`src/rtl/ddr2_cmd_issuer.sv`:
```
// Single-request DDR2 command sequencer: ACT -> RD/WR with auto-precharge -> done,
// with a free-running refresh timer whose REF takes priority over new requests in IDLE.
module ddr2_cmd_issuer #(
  parameter int T_RCD   = 4,
  parameter int T_RWREC = 12,
  parameter int T_RFC   = 28,
  parameter int T_REFI  = 2080
) (
  input  logic        ck,
  input  logic        reset,
  input  logic        req_valid,
  output logic        req_ready,
  input  logic        req_write,
  input  logic [1:0]  req_ba,
  input  logic [12:0] req_row,
  input  logic [9:0]  req_col,
  output logic        req_done,
  output logic        cke,
  output logic        csbar,
  output logic        rasbar,
  output logic        casbar,
  output logic        webar,
  output logic [1:0]  ba,
  output logic [12:0] a,
  output logic        ref_busy,
  output logic [2:0]  state_dbg,
  output logic        ref_pending_dbg
);

  localparam int MAX_AB   = (T_RCD > T_RWREC) ? T_RCD : T_RWREC;
  localparam int MAX_WAIT = (MAX_AB > T_RFC) ? MAX_AB : T_RFC;
  localparam int WCW      = $clog2(MAX_WAIT) + 1;
  localparam int RCW      = $clog2(T_REFI) + 1;

  // Each wait state is preceded by one command cycle, so it lasts T-1 cycles.
  localparam logic [WCW-1:0] RCD_LOAD   = WCW'(T_RCD - 2);
  localparam logic [WCW-1:0] RWREC_LOAD = WCW'(T_RWREC - 2);
  localparam logic [WCW-1:0] RFC_LOAD   = WCW'(T_RFC - 2);
  localparam logic [RCW-1:0] REFI_LOAD  = RCW'(T_REFI - 1);

  localparam logic [3:0] CMD_NOP = 4'b0111;
  localparam logic [3:0] CMD_ACT = 4'b0011;
  localparam logic [3:0] CMD_RD  = 4'b0101;
  localparam logic [3:0] CMD_WR  = 4'b0100;
  localparam logic [3:0] CMD_REF = 4'b0001;
  localparam logic [3:0] CMD_DES = 4'b1111;

  typedef enum logic [2:0] {
    IDLE      = 3'd0,
    ACT       = 3'd1,
    WAIT_RCD  = 3'd2,
    RW        = 3'd3,
    WAIT_DONE = 3'd4,
    REF       = 3'd5,
    WAIT_RFC  = 3'd6
  } state_t;

  state_t           state, next_state;
  logic [WCW-1:0]   wcnt, wcnt_next;
  logic [RCW-1:0]   ref_cnt;
  logic             ref_pending, ref_pending_next;
  logic             ref_expire, accept;

  logic             cap_write;
  logic [1:0]       cap_ba;
  logic [9:0]       cap_col;

  logic [3:0]       cmd_q, cmd_next;
  logic [1:0]       ba_next;
  logic [12:0]      a_next;
  logic             req_ready_next, req_done_next, ref_busy_next;

  // Handshake: a request transfers on a rising edge where req_valid and req_ready
  // are both high; req_ready is registered and only asserts in IDLE with no refresh due.
  assign accept     = req_valid && req_ready;
  assign ref_expire = (ref_cnt == '0);

  always_comb begin
    next_state = state;
    wcnt_next  = wcnt;
    unique case (state)
      IDLE: begin
        if (ref_pending)  next_state = REF;
        else if (accept)  next_state = ACT;
      end
      ACT: begin
        next_state = WAIT_RCD;
        wcnt_next  = RCD_LOAD;
      end
      WAIT_RCD: begin
        if (wcnt == '0) next_state = RW;
        else            wcnt_next  = wcnt - WCW'(1);
      end
      RW: begin
        next_state = WAIT_DONE;
        wcnt_next  = RWREC_LOAD;
      end
      WAIT_DONE: begin
        if (wcnt == '0) next_state = IDLE;
        else            wcnt_next  = wcnt - WCW'(1);
      end
      REF: begin
        next_state = WAIT_RFC;
        wcnt_next  = RFC_LOAD;
      end
      WAIT_RFC: begin
        if (wcnt == '0) next_state = IDLE;
        else            wcnt_next  = wcnt - WCW'(1);
      end
      default: next_state = IDLE;
    endcase
  end

  // A fresh expiry in the same cycle the pending refresh is issued is a new interval, so keep it.
  always_comb begin
    ref_pending_next = ref_expire || (ref_pending && !(state == IDLE));
    if (state != IDLE) ref_pending_next = ref_expire || ref_pending;
  end

  always_comb begin
    cmd_next = CMD_NOP;
    ba_next  = 2'b00;
    a_next   = 13'd0;
    unique case (next_state)
      ACT: begin
        cmd_next = CMD_ACT;
        ba_next  = req_ba;
        a_next   = req_row;
      end
      RW: begin
        cmd_next = cap_write ? CMD_WR : CMD_RD;
        ba_next  = cap_ba;
        a_next   = {2'b00, 1'b1, cap_col};
      end
      REF: cmd_next = CMD_REF;
      default: cmd_next = CMD_NOP;
    endcase
  end

  // Done is flagged in the first IDLE cycle; ready follows one cycle later.
  assign req_done_next  = (state == WAIT_DONE) && (next_state == IDLE);
  assign ref_busy_next  = (next_state == REF) || (next_state == WAIT_RFC);
  assign req_ready_next = (state == IDLE) && (next_state == IDLE) && !ref_pending_next;

  always_ff @(posedge ck) begin
    if (reset) begin
      state       <= IDLE;
      wcnt        <= '0;
      ref_cnt     <= REFI_LOAD;
      ref_pending <= 1'b0;
      cap_write   <= 1'b0;
      cap_ba      <= 2'b00;
      cap_col     <= 10'd0;
      cke         <= 1'b0;
      cmd_q       <= CMD_DES;
      ba          <= 2'b00;
      a           <= 13'd0;
      req_ready   <= 1'b0;
      req_done    <= 1'b0;
      ref_busy    <= 1'b0;
    end else begin
      state       <= next_state;
      wcnt        <= wcnt_next;
      ref_cnt     <= ref_expire ? REFI_LOAD : (ref_cnt - RCW'(1));
      ref_pending <= ref_pending_next;
      if (accept && state == IDLE && !ref_pending) begin
        cap_write <= req_write;
        cap_ba    <= req_ba;
        cap_col   <= req_col;
      end
      cke         <= 1'b1;
      cmd_q       <= cmd_next;
      ba          <= ba_next;
      a           <= a_next;
      req_ready   <= req_ready_next;
      req_done    <= req_done_next;
      ref_busy    <= ref_busy_next;
    end
  end

  assign {csbar, rasbar, casbar, webar} = cmd_q;
  assign state_dbg       = state;
  assign ref_pending_dbg = ref_pending;

endmodule

```
`config.mk`:
```
export PLATFORM = sky130hd
export DESIGN_NAME = ddr2_cmd_issuer
export DESIGN_NICKNAME = d
export VERILOG_FILES = /design/src/rtl/ddr2_cmd_issuer.sv
export SDC_FILE = /design/constraint.sdc
export NUM_CORES = 1
export LEC_CHECK = 0
export ABC_AREA = 1
export CAP_MARGIN = 20
export CORE_ASPECT_RATIO = 0.75
export CORE_MARGIN = 5
export CORE_UTILIZATION = 30
export DETAILED_ROUTE_END_ITERATION = 10
export PLACE_DENSITY = 0.65
export SLEW_MARGIN = 5
export SYNTH_ARGS = -nofsm -noshare
export SYNTH_HDL_FRONTEND = slang
export SYNTH_SLANG_ARGS = --single-unit
export TNS_END_PERCENT = 50
```
`constraint.sdc`:
```
create_clock -name ck -period 1.6 [get_ports ck]
set_input_delay 0.16 -clock ck [delete_from_list [all_inputs] [get_ports ck]]
set_output_delay 0.16 -clock ck [all_outputs]
set_load 0.005 [all_outputs]
```
==> results of run 1 <==
==> per-stage QoR <==
step	power, mW	cell area (sq um)	util, %	TNS [ns]	cells
after global placement	3.14	3090	39.6	0	480
after global routing	4.83	3310	42.4	-0.00888	496
final	4.51	3310	42.4	0	496
after CTS	4.55	3300	42.2	0	496
after floorplan	2.66	2380	-	0	316
after detailed placement	3.17	3090	39.6	0	480
==> state kept, by name (all words and copies together) (netlist names) <==
register,count
a,13
ref_cnt,13
cap_col,10
wcnt,6
cmd_q,4
state_dbg,3
ba,2
cap_ba,2
cap_write,1
cke,1
ref_busy,1
ref_pending_dbg,1
req_done,1
req_ready,1
==> power by group <==
group	switching, mW	internal (mW)	total, mW
clock	0.596	0.760	1.36
combinational	0.761	0.595	1.36
sequential	0.126	1.67	1.80
==> layer usage <==
metal,part of all wire [%],up-vias
li1,-,1146
met1,49,964
met2,43,54
met3,7.0,5
met4,0.68,0
met5,0,-
==> layout make-up <==
type                    instances  area share (%)
flip-flops and latches         59            35.8
multi-input cells             216            30.2
repair buffers                 68            20.1
clock buffers                  10            4.16
well taps                     105            3.97
inverters                      32            3.82
clock inverters                 6            1.97
==> cell usage in the layout, fill, tap and decap left out, drive strengths merged, types with 10 or more instances in the layout <==
master	Yosys	routed
nand2	82	82
o21ai	12	12
nand3	29	29
clkdlybuf4s50	0	55
dfxtp	59	59
buf	5	13
nor2	51	51
clkbuf	4	10
a21oi	26	26
inv	31	31
==> critical path: stages, from the launching register on <==
cell and delay [ns]:
dfxtp_2 0.41, buf_4 0.15, clkdlybuf4s50_1 0.49
==> final timing paths <==
check | to | cells past startpoint
setup / recovery | state_dbg[1] | 2
hold / removal | a[12] | 3
setup reg to reg | cmd_q[2] | 7
hold reg to reg | ref_cnt[0] | 1
==> kinds of logic (layout without fill, tap and decap cells) <==
group,after synthesis,count (layout)
buffers and inverters,41,116
DFF,59,59
adders and majority gates,2,2
and+or+nand+nor,172,172
AOI/OAI and AO/OA,39,39
xor gates and xnor gates,3,3
==> timing repair <==
action                     CTS  global route
setup endpoints to repair    2            21
pin swaps                    0             0
cloned                       0             0
resized for setup            2             3
==> reports/metrics.yaml, run 1 <==
pwr:
  p_leak_nw: 1.38
  cellPowerDensity_mw_per_mm2: 1360
  worst_ir_drop_vdd_mv: 0.460
placed_design:
  gp_congestion: 0.812
  hpwlAfterDp_microns: 4230
  place.port_buffers: 55
  dpl_worst_slack_ns: 0.103
drt:
  drtAntennaViolNets: 0
  viasPerCell: 4.37
  vias: 2169
  dr.pass1.iters: 5
  wirelength_microns: 5720
  routedWlPerCell_microns: 11.5
  drtIter0Drc: 110
  post-route-drc-count: 0
yosys:
  synth.distinct_cells: 27
  syn_area_sq_mm: 0.00238
  synthCells: 316
  synth_compound_area_share_pct: 8.37
  synth_seq_cells: 59
  synth_area_leaders: "dfxtp_1 (50%), nand2_1 (13%), nor2_1 (7.7%)"
  synth_edf_count: 0
  synthArstFlopShare_pct: 0
  yosysTopAreaCellShare_pct: 49.7
  yosys.area_share.simple_pct: 31.6
  synth_top_area_cell: "dfxtp_1"
  yosysWarnings: 0
  ys_seq_area_share_pct: 49.7
  syn_nets: 347
  synth.area.mux_share_pct: 0
  synth-xor-area-share_pct: 1.11
  synth_top_family_by_area: "simple AND/OR/NAND/NOR gates"
  avgSynthCellArea_sq_um: 7.52
  synthAdderAreaFrac_pct: 1.05
  synth_ff_type: "dfxtp_1"
  synth_most_common_cell: "nand2_1"
  ys_top_cells_by_count: "nand2_1 (80), dfxtp_1 (59), nor2_1 (49)"
critical_path:
  worstSetupPathType: "flop to output pin"
  path_max_fanout: 4
  required_ns: 1.44
  cp-start-kind: "flop"
  end_kind: "output pin"
  reg2reg_slack_ns: 0.14
  crit_arrival_ns: 1.38
  crit_start: "state_dbg[1]"
  r2r-start: "wcnt[0]"
timing:
  finalSetupViolCount: 0
  timing.hold.ws_ns: 0.357
  maxSlewHeadroom_pct: 81.1
  fin_worst_skew_ns: 0.0130
  rsz0062_at_grt: "true"
  slew_violations: 0
  hold_viol: 0
  min_period_ns: 1.54
  clock.fmax_mhz: 649
  fin_ws_ns: 0.0592
  finalCritPeriodShare_pct: 96.3
  max_slew.worst_pin.slew_ns: 0.283
final_layout:
  multi_input_area_sq_mm: 0.00100
  nFillCells: 784
  fin_nets: 417
  diodes: 0
  drive_above_1_share_pct: 10.7
  area.growth.synth_to_final_pct: 39.3
  seq_area_sq_mm: 0.00118
global_routing:
  grtUsageMet2_pct: 18.0
  grt_max_degree: 25
  grt.met1_usage_pct: 16.3
  antenna_found_initial: 0
  grt.busiest_layer: "met2"
  grt_pass1_wl_microns: 9540
  grt_pass1_vias: 2073
  track_usage_pct: 12.5
  overflow: 0
  grt_util_met3_pct: 5.69
clock_tree:
  cts_sinks: 59
  htreeDepth: 3
  numCtsBuffers: 9
  clk_pin_slew_ns: 0.07
  clk_latency_ns: 0.34
  cts_setup_buffers: 0
  cts_buffer_depth: 2
  postCtsHoldBufs: 0
  cts-root-buf: "clkbuf_8"
  cts_tree: "built"
run_status:
  status: "finished clean"
die:
  num_rows: 28
  start_util_pct: 30.4
  die_h_microns: 87.1
  dieArea_sq_mm: 0.00982
  dieWidth_microns: 113
  ios: 56
  core-area_sq_mm: 0.00781
hold_path:
  hold_path_class: "input pin to flop"
  hp-start: "req_row[12]"
run:
  drv_cap: 0
(Power assumes the default switching activity.)
==> inputs of run 2 (changes only) <==
--- a/config.mk
+++ b/config.mk
@@ -6,6 +6,7 @@
 export NUM_CORES = 1
 export LEC_CHECK = 0
 export ABC_AREA = 1
+export ABC_CLOCK_PERIOD_IN_PS = 1600
 export CAP_MARGIN = 20
 export CORE_ASPECT_RATIO = 0.75
 export CORE_MARGIN = 5
==> results of run 2 <==
Final layout, timing and power as in run 1 (identical DEF).
==> inputs of run 3 (changes only) <==
--- a/config.mk
+++ b/config.mk
@@ -8,11 +8,12 @@
 export ABC_AREA = 1
 export ABC_CLOCK_PERIOD_IN_PS = 1600
 export CAP_MARGIN = 20
-export CORE_ASPECT_RATIO = 0.75
+export CORE_ASPECT_RATIO = 1.4
 export CORE_MARGIN = 5
 export CORE_UTILIZATION = 30
 export DETAILED_ROUTE_END_ITERATION = 10
 export PLACE_DENSITY = 0.65
+export SETUP_SLACK_MARGIN = 0.15
 export SLEW_MARGIN = 5
 export SYNTH_ARGS = -nofsm -noshare
 export SYNTH_HDL_FRONTEND = slang
==> run 3 against run 2 <==
Compared with the run above:
- final area is 0.26% lower
- combinational power is 3% higher
- global-route usage is 0.21 points higher
- setup slack better by 0.13 ns
- die area hardly changed
- critical path depth is 1 lower
- worst hold slack better by 0.017 ns
- critical endpoint unchanged
==> reports/metrics.yaml, run 3 (synthesis results as in run 1) <==
timing:
  fin_ws_ns: 0.186
  max_slew.worst_pin.slew_ns: 0.286
  maxSlewHeadroom_pct: 80.9
  tns_ns: 0
  hold_viol: 0
  clock.fmax_mhz: 707
  slew_violations: 0
  finalCritPeriodShare_pct: 88.3
  min_period_ns: 1.41
  rsz0062_at_grt: "true"
  fin_worst_skew_ns: 0.00794
  finalSetupViolCount: 0
critical_path:
  cp_num_buf_inv: 1
  crit_arrival_ns: 1.25
  r2r_cells: 8
  critPathTopFamily: "buffers and inverters"
  cp-start-kind: "flop"
  regToRegEndpoint: "ref_cnt[6]"
  end_kind: "output pin"
  required_ns: 1.44
  crit_start: "state_dbg[1]"
  slowest_stage: "clkdlybuf4s50_1"
  path_max_fanout: 6
  worstSetupPathType: "flop to output pin"
  slowest_delay_ns: 0.52
  r2r-start: "ref_cnt[0]"
  reg2reg_slack_ns: 0.26
  cp_cell_sequence: "clkdlybuf4s50_1"
global_routing:
  overflow: 0
  track_usage_pct: 12.7
  grt_max_degree: 25
  grt_pass1_wl_microns: 9780
  antenna_found_initial: 0
  grt_pass1_vias: 2168
final_layout:
  final_cell_mix: "nand2_1 (80), dfxtp_1 (56), clkdlybuf4s50_1 (55), nor2_1 (48), inv_1 (28)"
  fin_nets: 416
  drive_above_1_share_pct: 10.8
  top_regs: "a x13, ref_cnt x13, cap_col x10"
  diodes: 0
  area.growth.synth_to_final_pct: 38.9
  final_cell_area_sq_mm: 0.00330
  mostFrequentLayoutCell: "nand2_1"
  layoutNonFillerInstCount: 488
hold_path:
  hold_path_class: "input pin to flop"
  worstHoldEndpoint: "a[11]"
  hold_path_depth: 3
  hp-start: "req_row[11]"
die:
  num_rows: 38
  start_util_pct: 30.7
  die_h_microns: 115
  ios: 56
  dieWidth_microns: 85.2
  dieArea_sq_mm: 0.00983
  core-area_sq_mm: 0.00775
clock_tree:
  cts_sinks: 59
  clk_pin_slew_ns: 0.06
  postCtsHoldBufs: 0
  clk_latency_ns: 0.34
  cts-root-buf: "clkbuf_8"
  numCtsBuffers: 9
  htreeDepth: 3
  cts_tree: "built"
  cts_setup_buffers: 0
  cts_buffer_depth: 2
drt:
  routedWlPerCell_microns: 12.0
  viasPerCell: 4.55
  vias: 2220
  wirelength_microns: 5840
  drtAntennaViolNets: 0
  dr.pass1.iters: 5
  drtIter0Drc: 125
  post-route-drc-count: 0
run:
  drv_cap: 0
placed_design:
  gp_congestion: 0.802
  dpl_worst_slack_ns: 0.0844
  hpwlAfterDp_microns: 4190
  placed_cell_area_sq_mm: 0.00307
  place_inst: 473
  place.port_buffers: 55
pwr:
  cellPowerDensity_mw_per_mm2: 1370
  worst_ir_drop_vdd_mv: 0.599
  p_leak_nw: 1.37
run_status:
  status: "finished clean"
## run 3: final cells by class
cell class	count	area [sq um]
fill	781	4450
sequential	59	1190
multi-input combinational	216	1030
timing repair buffer	66	646
clock buffer	11	141
inverter	32	126
tap	100	125
clock inverter	3	40.0
timing repair inverter	1	6.26
## run 3: repair_timing
| item | in CTS | in global routing |
|---|---|---|
| cloned | 0 | 1 |
| setup endpoints to repair | 18 | 32 |
| gates resized for setup | 5 | 9 |
## run 3: how the worst max path moves through the flow
stage	to	slack (ns)	cells after the start
after floorplan	req_ready	0.24	9
after global placement	a[5]	0.11	6
after detailed placement	a[5]	0.08	6
after CTS	state_dbg[1]	0.11	1
after global routing	ref_cnt[6]	0.12	8
final	state_dbg[1]	0.19	1
## run 3: worst reg2reg max path, stage by stage (launching register included)
cell	delay, ns
dfxtp_1	0.31
inv_1	0.07
ha_1	0.23
nand2_1	0.11
nor2_2	0.13
nand2_1	0.09
nand2_1	0.09
buf_4	0.15
a21oi_1	0.05
## run 3: stage by stage
step	utilization [%]	total power, mW	hold slack [ns]
after global placement	39.7	3.13	0.375
after floorplan	-	2.66	0.188
after detailed placement	39.7	3.16	0.378
after CTS	42.1	4.49	0.364
final	42.6	4.51	0.374
after global routing	42.6	4.83	0.386
## run 3: power breakdown
group	switching, mW	total [mW]	internal, mW
sequential	0.133	1.81	1.68
combinational	0.787	1.40	0.609
clock	0.567	1.31	0.740
## run 3: routing by layer
layer  track usage (%)  wire (microns)  share of wire (%)  up-vias
li1                  -               -                  -     1145
met1              13.6            2340                 40     1004
met2              22.0            2940                 50       59
met3              4.16             430                7.4       12
met4              6.65             129                2.2        0
met5                 0               0                  0        -
